## src/rtl/fpa_pkg.sv

```systemverilog
// Shared constants and FSM encoding for the FP32 adder round-robin scheduler.
package fpa_pkg;

  localparam int FP_W     = 32;
  localparam int SIGN_BIT = 31;
  localparam int EXP_W    = 8;
  localparam int MAN_W    = 23;

  typedef enum logic [1:0] {
    IDLE = 2'd0,
    CALC = 2'd1,
    RESP = 2'd2
  } state_e;

  // Subtraction is addition of the sign-flipped operand.
  function automatic logic [FP_W-1:0] fp_negate(input logic [FP_W-1:0] v);
    return {~v[SIGN_BIT], v[SIGN_BIT-1:0]};
  endfunction

endpackage

```

## src/rtl/fpa_rr_arbiter.sv

```systemverilog
// Combinational rotating-priority pick: the first valid requester after last_grant wins.
module fpa_rr_arbiter #(
  parameter int NUM_REQ = 4,
  parameter int ID_W    = 2
) (
  input  logic [NUM_REQ-1:0] req_valid,
  input  logic [ID_W-1:0]    last_grant,
  output logic [NUM_REQ-1:0] grant_oh,
  output logic [ID_W-1:0]    grant_idx
);

  logic [ID_W-1:0] idx;
  logic            found;

  always_comb begin
    grant_oh  = '0;
    grant_idx = '0;
    idx       = '0;
    found     = 1'b0;
    // Offsets 1..NUM_REQ visit last_grant itself last, so it has lowest priority.
    for (int k = 1; k <= NUM_REQ; k++) begin
      idx = ID_W'((int'(last_grant) + k) % NUM_REQ);
      if (!found && req_valid[idx]) begin
        found         = 1'b1;
        grant_oh[idx] = 1'b1;
        grant_idx     = idx;
      end
    end
  end

endmodule

```

## src/rtl/fpa_rr_scheduler.sv

```systemverilog
// Round-robin scheduler sharing one external combinational FP32 adder among NUM_REQ requesters.
// Optional feature: define FPA_SCHED_SUB_EN to add per-requester req_op (1 = X-Y).
module fpa_rr_scheduler
  import fpa_pkg::*;
#(
  parameter int NUM_REQ = 4,
  parameter int ID_W    = 2
) (
  input  logic                    clk,
  input  logic                    rst,
  input  logic [NUM_REQ-1:0]      req_valid,
  output logic [NUM_REQ-1:0]      req_ready,
  input  logic [NUM_REQ*FP_W-1:0] req_x,
  input  logic [NUM_REQ*FP_W-1:0] req_y,
`ifdef FPA_SCHED_SUB_EN
  input  logic [NUM_REQ-1:0]      req_op,
`endif
  output logic                    rsp_valid,
  input  logic                    rsp_ready,
  output logic [FP_W-1:0]         rsp_data,
  output logic [ID_W-1:0]         rsp_id,
  output logic                    busy,
  output logic [FP_W-1:0]         fpa_x,
  output logic [FP_W-1:0]         fpa_y,
  input  logic [FP_W-1:0]         fpa_result
);

  state_e             state_q, state_d;
  logic [ID_W-1:0]    last_grant_q;
  logic [NUM_REQ-1:0] grant_oh;
  logic [ID_W-1:0]    grant_idx;
  logic               accept;
  logic [FP_W-1:0]    sel_x, sel_y;
  logic [FP_W-1:0]    x_arr [NUM_REQ];
  logic [FP_W-1:0]    y_arr [NUM_REQ];

  for (genvar g = 0; g < NUM_REQ; g++) begin : g_unpack
    assign x_arr[g] = req_x[FP_W*g +: FP_W];
    assign y_arr[g] = req_y[FP_W*g +: FP_W];
  end

  fpa_rr_arbiter #(
    .NUM_REQ (NUM_REQ),
    .ID_W    (ID_W)
  ) u_arbiter (
    .req_valid  (req_valid),
    .last_grant (last_grant_q),
    .grant_oh   (grant_oh),
    .grant_idx  (grant_idx)
  );

  assign sel_x = x_arr[grant_idx];
`ifdef FPA_SCHED_SUB_EN
  assign sel_y = req_op[grant_idx] ? fp_negate(y_arr[grant_idx]) : y_arr[grant_idx];
`else
  assign sel_y = y_arr[grant_idx];
`endif

  assign accept = (state_q == IDLE) && (|req_valid);
  assign busy   = (state_q != IDLE);

  always_comb begin
    // NOTE: every output of this block gets a default first, so no path can infer a latch.
    state_d   = state_q;
    req_ready = '0;
    unique case (state_q)
      IDLE: begin
        req_ready = grant_oh;
        if (|req_valid) state_d = CALC;
      end
      CALC:    state_d = RESP;
      RESP:    if (rsp_ready) state_d = IDLE;
      default: state_d = IDLE;
    endcase
  end

  always_ff @(posedge clk) begin
    // NOTE: non-blocking assignments so every register samples pre-edge values in parallel.
    if (rst) begin
      state_q      <= IDLE;
      last_grant_q <= ID_W'(NUM_REQ - 1);
      rsp_valid    <= 1'b0;
      rsp_data     <= '0;
      rsp_id       <= '0;
      fpa_x        <= '0;
      fpa_y        <= '0;
    end else begin
      state_q <= state_d;
      if (accept) begin
        fpa_x        <= sel_x;
        fpa_y        <= sel_y;
        rsp_id       <= grant_idx;
        last_grant_q <= grant_idx;
      end
      if (state_q == CALC) begin
        rsp_data  <= fpa_result;
        rsp_valid <= 1'b1;
      end
      // rsp_valid is always high in RESP, so rsp_ready alone completes the handshake.
      if (state_q == RESP && rsp_ready) rsp_valid <= 1'b0;
    end
  end

endmodule

```

## config.mk

```make
export PLATFORM = sky130hd
export DESIGN_NAME = fpa_rr_scheduler
export DESIGN_NICKNAME = d
export VERILOG_FILES = /design/src/rtl/fpa_pkg.sv /design/src/rtl/fpa_rr_arbiter.sv /design/src/rtl/fpa_rr_scheduler.sv
export SDC_FILE = /design/constraint.sdc
export NUM_CORES = 1
export LEC_CHECK = 0
export BUFFER_PORTS_ARGS = -buffer_cell sky130_fd_sc_hd__buf_2
export CORE_AREA = 2 2 155 157
export DETAILED_ROUTE_END_ITERATION = 6
export DIE_AREA = 0 0 157 159
export PLACE_DENSITY = 0.52
export SLEW_MARGIN = 20
export SYNTH_ARGS = -nofsm -noshare
export SYNTH_HDL_FRONTEND = slang
export SYNTH_HIERARCHICAL = 1
export SYNTH_SLANG_ARGS = --single-unit
```

## constraint.sdc

```tcl
create_clock -name clk -period 5.95 [get_ports clk]
set_input_delay 0.595 -clock clk [delete_from_list [all_inputs] [get_ports clk]]
set_output_delay 0.595 -clock clk [all_outputs]
set_load 0.03 [all_outputs]
```

* Word-level counts from Yosys, hierarchy flattened
Index checks and enable logic that the tools add are counted.
** Operators by class
- Bitwise gates (word level) :: 4
- Mux-type cells :: 37
- Magnitude comparators :: 9
- Eq/ne operators :: 4
- Reduce and logical (&&, ||, !) cells :: 17
- $add $sub $neg :: 4
** Operator list (count)
- 32-bit binary-select mux with 2-bit select :: 2
- 32-bit 2-to-1 mux :: 4
- 4-bit 2-to-1 mux :: 5
- 2-bit by 3-bit < comparator with 1-bit output (second input constant) :: 4
- 2-bit 2-to-1 mux :: 6
- 4-bit bitwise OR :: 3
- 1-bit 2-to-1 mux :: 11
- 1-bit logical AND :: 9
- 1-bit binary-select mux with 2-bit select :: 4
- 1-bit demux with 2-bit select :: 4
- 2-bit by 1-bit >= comparator with 1-bit output (second input constant) :: 4
- 2-bit one-hot mux with 3 select lines :: 1
- 2-bit by 1-bit adder with 2-bit output (second input constant) :: 2
- 2-bit adder (second input constant) :: 2
- 4-bit OR reduction :: 1
- 3-bit >= comparator (second input constant) :: 1
- 1-bit zero test :: 3
- 2-bit inverter with 3-bit output :: 1
- 2-bit by 1-bit == test with 1-bit output (second input constant) :: 1
- 2-bit == test (second input constant) :: 1
- 2-bit zero test :: 1
- 2-bit by 1-bit != test with 1-bit output (second input constant) :: 1
- 2-bit != test (second input constant) :: 1
- 2-bit AND reduction :: 1
- 2 further kinds :: 2
** Storage, ports and cells
- Logic and storage cells :: 82
- Register bits :: 103

* Longest topological paths before layout
Gate-level depths: netlist of run 1.
- Depth after elaboration :: 17
- Mapped depth :: 11
- Mapped depth without buffers :: 8

* Modules after synthesis
The synthesis of run 1 kept the hierarchy.
** By module, submodules not included
- fpa_rr_scheduler :: area an instance 5371.4 µm², sequential area each 2062.0 µm², times used 1, cells each 543
- fpa_rr_arbiter :: area an instance 490.5 µm², sequential area each 0.0 µm², times used 1, cells each 59

* Worst setup path before layout of run 1
OpenSTA, ideal clock, no wires.
- Kind :: register to register
- Start point :: reg last_grant_q[0]
- End point :: reg fpa_y[13]
- Path buffers :: 3
- Cell stages (with the launch flop) :: 12
- Data required time :: 5.818 ns
- Path slack :: 2.908 ns
- Arrival :: 2.910 ns
- Cells stage by stage :: dfxtp_1 buf_4 inv_1 ha_1 mux4_2 o21ai_1 a2bb2oi_1 buf_6 buf_6 mux4_2 nand3_1 a21oi_1
** On the way
- Word-level cells in the longest chain between the ends :: 17
** Ends and longest elaborated chain
- from (decl) :: line fpa_rr_scheduler.sv:29 : logic [ID_W-1:0] last_grant_q;
- from (signal assigned) :: line fpa_rr_scheduler.sv:81 : last_grant_q <= ID_W'(NUM_REQ - 1);
- from (signal assigned) :: line fpa_rr_scheduler.sv:93 : last_grant_q <= grant_idx;
- 2-bit by 1-bit adder with 2-bit output :: line fpa_rr_arbiter.sv:22 : idx = ID_W'((int'(last_grant) + k) % NUM_REQ);
- 1-bit binary-select mux with 2-bit select :: line fpa_rr_arbiter.sv:23 : if (!found && req_valid[idx]) begin
- 1-bit 2-to-1 mux (implied by the code) :: line fpa_rr_arbiter.sv:23
- 1-bit 2-to-1 mux :: line fpa_rr_arbiter.sv:23
- 1-bit zero test :: line fpa_rr_arbiter.sv:23
- 1-bit logical AND :: line fpa_rr_arbiter.sv:23
- 1-bit 2-to-1 mux :: line fpa_rr_arbiter.sv:23
- 1-bit zero test :: line fpa_rr_arbiter.sv:23
- 1-bit logical AND :: line fpa_rr_arbiter.sv:23
- 1-bit 2-to-1 mux :: line fpa_rr_arbiter.sv:23
- 1-bit zero test :: line fpa_rr_arbiter.sv:23
- 1-bit logical AND :: line fpa_rr_arbiter.sv:23
- 2-bit 2-to-1 mux (*) :: line fpa_rr_arbiter.sv:23
- net grant_idx[0] :: line fpa_rr_scheduler.sv:31 : logic [ID_W-1:0] grant_idx;
- 2-bit inverter with 3-bit output (implied by the code) (*) :: line fpa_rr_scheduler.sv:56 : assign sel_y = y_arr[grant_idx];
- 32-bit binary-select mux with 2-bit select (*) :: line fpa_rr_scheduler.sv:56
- 32-bit 2-to-1 mux (implied by the code) (*) (2 in a row) :: line fpa_rr_scheduler.sv:56
- to (signal assigned) :: line fpa_rr_scheduler.sv:91 : fpa_y <= sel_y;
- to (decl) :: line fpa_rr_scheduler.sv:24 : output logic [FP_W-1:0] fpa_y,
Mark *: on every way through the listed nets, which the timed path passes. The rest lies on a longest branch. The select of a mux whose other input is x is not followed.
A chain may end at the register's enable or synchronous reset.

* Worst setup path in the final report of run 1
- Start point :: reg last_grant_q[0]
- End point :: reg fpa_y[26]
The elaborated chain is that of the path after synthesis.

==> impl_metrics.tcl, run 1 <==
set metrics [dict create \
    cts_root_buf "clkbuf_16" \
    cts_made_buffers 9 \
    p_leak_uw 0.003771 \
    power.internal_uw 1957 \
    grt_use_met3_pct 4.192 \
    synth_warnings 6 \
    drt_first_pass_iters 4 \
    cts_setup_buffers 0 \
    clk_pin_slew_ps 80 \
    worst_slew_pin_slew_ps 867.1 \
    hp-class "flip-flop to flip-flop" \
    rr_endpoint "fpa_y[26]$_SDFFE_PP0P_" \
    p_sw_share_pct 39.99 \
    p_sw_uw 1304 \
    place_hpwl_um 16650 \
    met1_usage_pct 21.24 \
    seq_area_frac_synth_pct 35.18 \
    start_util_pct 25.28 \
    grt_start_max_net_pins 71 \
    cp.arrival_ps 4000 \
    drc 0 \
    crit_fanout 38 \
    holdPathEnd "rsp_data[5]$_SDFFE_PP0N_" \
    crit_slowest_cell "o31a_2" \
    use_met2_pct 30.92 \
    final_cell_mix "buf_2 (397), dfxtp_1 (103), a21oi_1 (101)" \
    via_per_inst 4.862 \
    vias 6238 \
    die_h_um 159 \
    cp-end-kind "flip-flop" \
    drtAntennaViolNets 0 \
    h-tree-depth 3 \
    slew_viol_final 0 \
    rsz0062_at_grt "false" \
    ys_seq_elements 103 \
    num_rows 56 \
    drtIter0Drc 325 \
    place_ws_ps 2095 \
    p_comb_share_pct 51.8 \
    setup_viol 0 \
    synthFlopType "dfxtp_1" \
    syn_nets 905 \
    critical_path_class "flip-flop to flip-flop" \
    finalSetupTns_ps 0 \
    yosysTopAreaCellShare_pct 35.18 \
    path_buf_inv 1 \
    min_period_over_period_pct 63.80 \
    hold_depth 2 \
    grt_pass1_vias 6142 \
    peakVddDrop_v 0.0001782 \
    setup.worst_path.start_class "flip-flop" \
    rrSetupSlack_ps 2150 \
    slew_headroom_pct 42.19 \
    wirelength_um 22610 \
    final_common_cell "buf_2" \
    synth_area_um2 5862 \
    required_ps 6160 \
    fmax_mhz 263.4 \
    yosys.area.top_type "dfxtp_1" \
    grt-busiest-layer "met2" \
    cp_cell_sequence "and3b_1 > a21oi_1 > o41ai_2 > o31a_2 > buf_4 > mux4_2 > nand3_1 > a21oi_1" \
    power_frac_seq_pct 27.7 \
    finalHoldViolations 0 \
    cts_num_sinks 103 \
    nets 1260 \
    cts_resized 0 \
    chipWidth_um 157 \
    design.core.area_um2 23190 \
    grt_usage_pct 17.57 \
    cts_tree "done" \
    fillers 2447 \
    ios 399 \
    synth_edf_count 0 \
    status "complete, no violations" \
    gp_congestion 0.8006 \
    async_flop_share_pct 0 \
    crit_path_frequent_cell "a21oi_1" \
    slowest_delay_ps 830 \
    port_buffers 398 \
    drv_cap 0 \
    antenna_found_initial 2 \
    syn2layout_area_growth_pct 42.09 \
    grt_overflow 0 \
    worstHoldStart "rsp_data[5]$_SDFFE_PP0N_" \
    ctsHoldBuffers 0 \
    clock_path_buffers 2 \
    dieArea_um2 24960 \
    clkPwrFrac_pct 20.6 \
    fin_crit_ps 3796 \
    syn_area_per_cell_um2 9.737 \
    critical-path-top-delay-family "compound AO/OA/AOI/OAI gates" \
    synth_cells 602 \
    r2r_cells 8 \
    clock_latency_ps 350 \
    synth_area_leaders "dfxtp_1 (35%), mux4_2 (25%), a21oi_1 (8.6%)" \
    drive_above_1_share_pct 52.29 \
    synth.distinct_cells 41 \
    wl_per_cell_um 17.63 \
    grt_pass1_wl_um 34390 \
    pwr_density_cell_nw_per_um2 391.5 \
    fin_skew_ps 10.48 \
    finalWorstSetupSlack_ps 2154 \
    r2r-start "last_grant_q[0]$_SDFFE_PP1P_" \
]
[power by group through the flow]
stage / logic, uW / registers [uW] / clock network, uW
finish: 1690 / 902 / 670
global route: 1840 / 920 / 719
CTS: 1710 / 903 / 698
detailed placement: 1710 / 918 / 0
global placement: 1710 / 912 / 0
floorplan: 1030 / 1170 / 0
[worst max-delay path by stage]
stage	startpoint	end	slack, ps	depth (start not counted)
after global routing	last_grant_q[0]$_SDFFE_PP1P_	fpa_y[21]$_SDFFE_PP0P_	1880	8
after floorplan	last_grant_q[0]$_SDFFE_PP1P_	fpa_y[13]$_SDFFE_PP0P_	2910	11
final	last_grant_q[0]$_SDFFE_PP1P_	fpa_y[26]$_SDFFE_PP0P_	2150	8
after global placement	last_grant_q[0]$_SDFFE_PP1P_	fpa_x[0]$_SDFFE_PP0P_	2140	7
after detailed placement	req_valid[3]	fpa_y[31]$_SDFFE_PP0P_	2090	9
after CTS	last_grant_q[0]$_SDFFE_PP1P_	fpa_y[30]$_SDFFE_PP0P_	2100	8
[cells in the mapped netlist (2+ instances only)]
master and instances:
nand3b_1 2, inv_1 5, nor2_1 5, mux4_2 66, buf_6 14, dfxtp_1 103, o21ai_0 63, nor2_2 2
nand2_1 73, buf_2 9, clkbuf_1 35, o21ai_1 14, ha_1 8, buf_4 2, nor3_1 2, a221o_1 4
nand3_1 66, and2_1 4, buf_1 2, and3b_1 2, a21oi_1 101
[final cells by class]
class	instances	area, um2	share of cell area (%)
sequential	103	2062	24.76
inverter	6	22.52	0.2704
timing repair buffer	407	2074	24.91
antenna	2	5.005	0.06009
clock inverter	7	101.3	1.217
tap	319	399.1	4.792
multi-input combinational	430	3440	41.29
clock buffer	9	225.2	2.704
[registers in the layout, summed over array words and instances (netlist names)]
| register | flops |
|---|---|
| fpa_x | 32 |
| rsp_id | 2 |
| last_grant_q | 2 |
| fpa_y | 32 |
| rsp_data | 32 |
| state_q | 2 |
| rsp_valid | 1 |
[worst reg2reg max path: cells and delay by family, from the launching register on]
family | cells | cell delay [ps]
buffers and inverters | 1 | 600
and+or+nand+nor | 2 | 340
DFF | 1 | 750
muxes | 1 | 400
AOI/OAI and AO/OA | 4 | 1560
[per-stage QoR]
stage / utilization, % / total power, uW / std cells / instance area, um2 / hold WS (ps)
2_1_floorplan: - / 2204 / 602 / 5862 / 492.6
3_3_place_gp: 34.48 / 2620 / 1265 / 7998 / 440.3
3_5_place_dp: 34.48 / 2630 / 1265 / 7998 / 443.2
4_1_cts: 35.89 / 3315 / 1281 / 8324 / 452.1
5_1_grt: 35.91 / 3477 / 1283 / 8329 / 466.5
6_report: 35.91 / 3261 / 1283 / 8329 / 451.6
[kinds of logic (layout without fill, tap and decap cells)]
group / after synthesis / after routing / share of synthesized area [%]
and+or+nand+nor: 163 / 163 / 13.19
muxes: 67 / 67 / 25.55
buffers and inverters: 69 / 429 / 6.596
adders and majority gates: 8 / 8 / 1.708
other: 0 / 2 / 0
AOI/OAI and AO/OA: 192 / 192 / 17.78
DFF: 103 / 103 / 35.18
[routing by layer]
metal / wire, um / share of wire, %
met1: 9142 / 40
met2: 11320 / 50
met3: 1812 / 8.0
met4: 341 / 1.5
met5: 0 / 0
No activity file was read; power rests on OpenSTA's default activity.
==> inputs of run 2 (changes only) <==
CORE_AREA = 2 2 153 155   (was 2 2 155 157)
DIE_AREA = 0 0 155 157   (was 0 0 157 159)
PLACE_DENSITY = 0.53   (was 0.52)
clock period = 3.7 ns   (was 5.95 ns; I/O delays follow)
==> impl_metrics.tcl, run 2 (synthesis gave the netlist of run 1 again) <==
set metrics [dict create \
    grt_overflow 0 \
    cts_root_buf "clkbuf_16" \
    finalSetupTns_ps 0 \
    worst_slew_pin_slew_ps 1048 \
    min_period_over_period_pct 82.95 \
    slew_viol_final 0 \
    final_cell_mix "buf_2 (397), dfxtp_1 (103), a21oi_1 (101)" \
    syn2layout_area_growth_pct 42.31 \
    cts_setup_buffers 0 \
    drtIter0Drc 366 \
    fin_total_pwr_uw 5238 \
    clock_latency_ps 350 \
    fin_crit_ps 3069 \
    cts_num_sinks 103 \
    cts_tree "done" \
    setup_viol 0 \
    cp.arrival_ps 3250 \
    hp-class "input port to flip-flop" \
    antenna_found_initial 10 \
    worstHoldStart "fpa_result[20]" \
    fin_skew_ps 14.34 \
    grt_pass1_vias 6288 \
    clock_path_buffers 2 \
    drt_first_pass_iters 4 \
    grt_start_max_net_pins 90 \
    critical_path_class "flip-flop to flip-flop" \
    r2r-start "last_grant_q[0]$_SDFFE_PP1P_" \
    drive_above_1_share_pct 52.38 \
    fmax_mhz 325.8 \
    wl_per_cell_um 18.66 \
    dieArea_um2 24340 \
    cts_made_buffers 9 \
    grt_pass1_wl_um 34820 \
    rr_endpoint "fpa_x[18]$_SDFFE_PP0P_" \
    start_util_pct 26.05 \
    finalHoldViolations 0 \
    gp_congestion 0.8144 \
    p_leak_uw 0.003798 \
    num_rows 55 \
    die_h_um 157 \
    design.core.area_um2 22500 \
    hold_depth 3 \
    drtAntennaViolNets 0 \
    place_hpwl_um 17110 \
    wirelength_um 23500 \
    required_ps 3880 \
    status "complete, no violations" \
    vias 6289 \
    cp-end-kind "flip-flop" \
    cts_resized 0 \
    rrSetupSlack_ps 630 \
    crit_fanout 22 \
    ios 399 \
    drv_cap 0 \
    top_regs "fpa_x (32), fpa_y (32), rsp_data (32)" \
    peakVddDrop_v 0.0002170 \
    slew_headroom_pct 30.13 \
    r2r_cells 10 \
    pwr_density_cell_nw_per_um2 627.9 \
    clk_pin_slew_ps 80 \
    drc 0 \
    setup.worst_path.start_class "flip-flop" \
    holdPathEnd "rsp_data[20]$_SDFFE_PP0N_" \
    chipWidth_um 155 \
    grt_usage_pct 18.52 \
    final_common_cell "buf_2" \
    via_per_inst 4.995 \
    rsz0062_at_grt "false" \
    port_buffers 398 \
    nets 1266 \
    h-tree-depth 3 \
    ctsHoldBuffers 0 \
]
[run 2: cell type report]
type	count	area, um2
Multi-Input combinational cell	430	3440
Timing Repair Buffer	413	2145
Inverter	6	22.52
Tap cell	285	356.6
Sequential cell	103	2062
Clock buffer	12	246.5
Clock inverter	4	55.05
Antenna cell	6	15.01
Fill cell	2374	14160
[run 2: how the worst max path moves through the flow]
stage / from / end / slack, ps / cells after the start
finish: last_grant_q[0]$_SDFFE_PP1P_ / fpa_x[18]$_SDFFE_PP0P_ / 630 / 10
global placement: last_grant_q[1]$_SDFFE_PP1P_ / fpa_x[15]$_SDFFE_PP0P_ / 620 / 10
global route: last_grant_q[1]$_SDFFE_PP1P_ / fpa_x[12]$_SDFFE_PP0P_ / 370 / 10
detailed placement: last_grant_q[1]$_SDFFE_PP1P_ / fpa_x[14]$_SDFFE_PP0P_ / 570 / 10
floorplan: last_grant_q[0]$_SDFFE_PP1P_ / fpa_y[13]$_SDFFE_PP0P_ / 660 / 11
CTS: last_grant_q[1]$_SDFFE_PP1P_ / fpa_x[14]$_SDFFE_PP0P_ / 570 / 10
[run 2: worst max-delay path, cell delays in order (launching register included)]
cell and delay, ps:
dfxtp_1 330, inv_1 90, ha_1 400, mux4_2 430, o21ai_1 270, a2bb2oi_4 180, buf_12 250, buf_4 270
mux4_2 510, nand3_1 90, a21oi_1 80
[run 2: report_power, final]
group	switching (uW)	internal, uW	total [uW]
clock network	456	548	1000
logic	1530	1270	2800
registers	102	1330	1430
[run 2: metal layers]
| metal | share of wire, % | track usage, % |
|---|---|---|
| met3 | 8.4 | 5.782 |
| met1 | 41 | 22.43 |
| met5 | 0.21 | 0 |
| met4 | 2.0 | 6.526 |
| met2 | 49 | 31.13 |
[run 2: stage by stage]
step | util (%) | area [um2] | setup WS, ps | instances | hold WS, ps
after floorplan | - | 5862 | 658.2 | 602 | 492.6
after global placement | 35.66 | 8025 | 620.2 | 1237 | 439.4
after detailed placement | 35.66 | 8025 | 566.4 | 1237 | 443.6
after CTS | 37.00 | 8327 | 565.1 | 1253 | 234.1
after global routing | 37.06 | 8339 | 369.5 | 1258 | 239.6
final | 37.07 | 8342 | 630.9 | 1259 | 251.3
==> inputs of run 3 (changes only) <==
ABC_AREA = 1   (was not set)
CORE_AREA = 2 2 155 157   (was 2 2 153 155)
DIE_AREA = 0 0 157 159   (was 0 0 155 157)
PLACE_DENSITY = 0.59   (was 0.53)
clock period = 3.05 ns   (was 3.7 ns; I/O delays follow)
==> impl_metrics.tcl, run 3 <==
set metrics [dict create \
    place_hpwl_um 18960 \
    cp.arrival_ps 3030 \
    place_area_um2 9687 \
    syn2layout_area_growth_pct 34.19 \
    gp_congestion 0.8617 \
    finalHoldViolations 0 \
    synth_area_um2 7436 \
    num_rows 56 \
    slowest_delay_ps 500 \
    design_area_um2 9978 \
    crit_fanout 105 \
    cts_tree "done" \
    drtAntennaViolNets 0 \
    wirelength_um 24990 \
    drtIter0Drc 506 \
    design.core.area_um2 23190 \
    r2r-start "last_grant_q[1]$_SDFFE_PP1P_" \
    cts_root_buf "clkbuf_16" \
    crit_slowest_cell "dfxtp_1" \
    cts_setup_buffers 0 \
    peakVddDrop_v 0.0009710 \
    rr_endpoint "fpa_y[24]$_SDFFE_PP0P_" \
    rsz0062_at_grt "false" \
    fin_total_pwr_uw 9518 \
    synth_warnings 6 \
    rrSetupSlack_ps 280 \
    fmax_mhz 361.2 \
    worst_slew_pin_slew_ps 1029 \
    cts_num_sinks 103 \
    synth_area_leaders "dfxtp_1 (28%), nand2_1 (24%), inv_1 (17%)" \
    cp-endpoint "fpa_y[24]$_SDFFE_PP0P_" \
    die_h_um 159 \
    cts_resized 0 \
    syn_area_per_cell_um2 5.292 \
    chipWidth_um 157 \
    final_common_cell "nand2_1" \
    fillers 2577 \
    fin_skew_ps 11.20 \
    clock_path_buffers 2 \
    cp-end-kind "flip-flop" \
    drive_above_1_share_pct 25.77 \
    synth.most_common_cell "nand2_1" \
    port_buffers 398 \
    drc 0 \
    via_per_inst 4.219 \
    r2r_cells 15 \
    cp_cell_sequence "inv_1 > ha_1 > inv_1 > nand2_4 > nand2_4 > clkinv_4 > nand2_1 > nor2_1 > a21oi_4 > buf_12 > nand2_1 > nand3_1 > nand2_1 > nor2_1 > nor2_1" \
    drt_first_pass_iters 4 \
    cts_made_buffers 9 \
    yosys.area.top_type "dfxtp_1" \
    antenna_found_initial 3 \
    finalSetupTns_ps 0 \
    post-route-util_pct 43.02 \
    dieArea_um2 24960 \
    synth_cells 1405 \
    slew_viol_final 0 \
    wl_per_cell_um 12.01 \
    final_cells 2081 \
    async_flop_share_pct 0 \
    dp.cells 2065 \
    start_util_pct 32.06 \
    synth_edf_count 0 \
    ios 399 \
    final_cell_mix "nand2_1 (472), buf_2 (398), inv_1 (332)" \
    nets 2060 \
    hp-class "input port to flip-flop" \
    top_regs "fpa_x (32), fpa_y (32), rsp_data (32)" \
    fin_crit_ps 2769 \
    grt_pass1_vias 8077 \
    grt_start_max_net_pins 106 \
    synthFlopType "dfxtp_1" \
    h-tree-depth 3 \
    p_leak_uw 0.006527 \
    cp-startpoint "last_grant_q[1]$_SDFFE_PP1P_" \
    clk_pin_slew_ps 80 \
    grt_pass1_wl_um 39220 \
    ys_seq_elements 103 \
    vias 8779 \
    setup_viol 0 \
    yosysTopAreaCellShare_pct 27.73 \
    ctsHoldBuffers 0 \
    synth.distinct_cells 24 \
    seq_area_frac_synth_pct 27.73 \
    syn_nets 1708 \
    slew_headroom_pct 31.35 \
    grt_usage_pct 19.49 \
    critical_path_class "flip-flop to flip-flop" \
    synthTopCellsByCount "nand2_1 (472), inv_1 (333), nor2_1 (203)" \
    grt_overflow 0 \
    status "complete, no violations" \
    drv_cap 0 \
    setup.worst_path.start_class "flip-flop" \
    required_ps 3310 \
    min_period_over_period_pct 90.77 \
    pwr_density_cell_nw_per_um2 953.8 \
    num_antenna_cells 0 \
    clock_latency_ps 360 \
]
==> run 3: changes by cell type in the layout (fill, tap and decap cells not counted), sizes merged, moves of 6 or more <==
cell / previous run / this run
inv: 5 / 341
a21oi: 101 / 8
mux4: 66 / 0
diode: 6 / 0
nand3: 66 / 149
nor2: 7 / 207
nand2: 73 / 481
o21ai: 77 / 33
==> run 3: report_power, final <==
group,leakage [uW],switching [uW],internal [uW],total [uW]
logic,0.00553,4380,2030,6410
registers,0.000855,196,1750,1940
clock network,0.000141,589,574,1160
==> run 3: layer usage <==
| metal | vias up | routed length, um | track usage [%] |
|---|---|---|---|
| met4 | 6 | 626 | 7.214 |
| met2 | 309 | 11780 | 34.07 |
| met3 | 44 | 2073 | 5.008 |
| met5 | - | 39 | 0 |
| li1 | 4735 | - | - |
| met1 | 3685 | 10470 | 22.74 |
==> run 3: worst max-delay path, delay by kind of cell (launching register included) <==
| family | cells | cell delay, ps |
|---|---|---|
| compound gates | 1 | 190 |
| simple gates | 9 | 720 |
| flops | 1 | 500 |
| buf+inv | 4 | 820 |
| fa+ha+maj | 1 | 350 |
==> run 3: worst min-delay path by stage <==
stage               cells after the start                         to                    from
floorplan                               1     rsp_id[0]$_SDFFE_PP0P_                     rst
global placement                        2     rsp_id[1]$_SDFFE_PP0P_  rsp_id[1]$_SDFFE_PP0P_
detailed placement                      2     rsp_id[1]$_SDFFE_PP0P_  rsp_id[1]$_SDFFE_PP0P_
CTS                                     3  rsp_data[13]$_SDFFE_PP0N_          fpa_result[13]
global route                            3  rsp_data[10]$_SDFFE_PP0N_          fpa_result[10]
finish                                  3  rsp_data[13]$_SDFFE_PP0N_          fpa_result[13]
==> run 3: kinds of logic (layout without fill, tap and decap cells) <==
kind of cell / Yosys count / count (layout) / share of synthesized area [%]
buf+inv: 410 / 767 / 21.69
simple gates: 837 / 837 / 45.80
compound gates: 47 / 47 / 3.433
fa+ha+maj: 8 / 8 / 1.346
flops: 103 / 103 / 27.73
==> run 3: stage by stage <==
step / hold WS (ps) / setup slack (ps)
3_5_place_dp: 464.9 / 262.4
5_1_grt: 155.2 / 0.7332
4_1_cts: 141.6 / 231.0
2_1_floorplan: 374.1 / 666.5
6_report: 160.9 / 281.4
3_3_place_gp: 449.7 / 328.1
==> run 3: area by class of cell <==
class / count / area (um2) / area share, %
Sequential cell: 103 / 2062 / 20.66
Inverter: 339 / 1280 / 12.83
Timing Repair Buffer: 412 / 2160 / 21.64
Clock inverter: 7 / 66.31 / 0.6646
Multi-Input combinational cell: 892 / 3786 / 37.94
Tap cell: 319 / 399.1 / 4.000
Clock buffer: 9 / 225.2 / 2.257
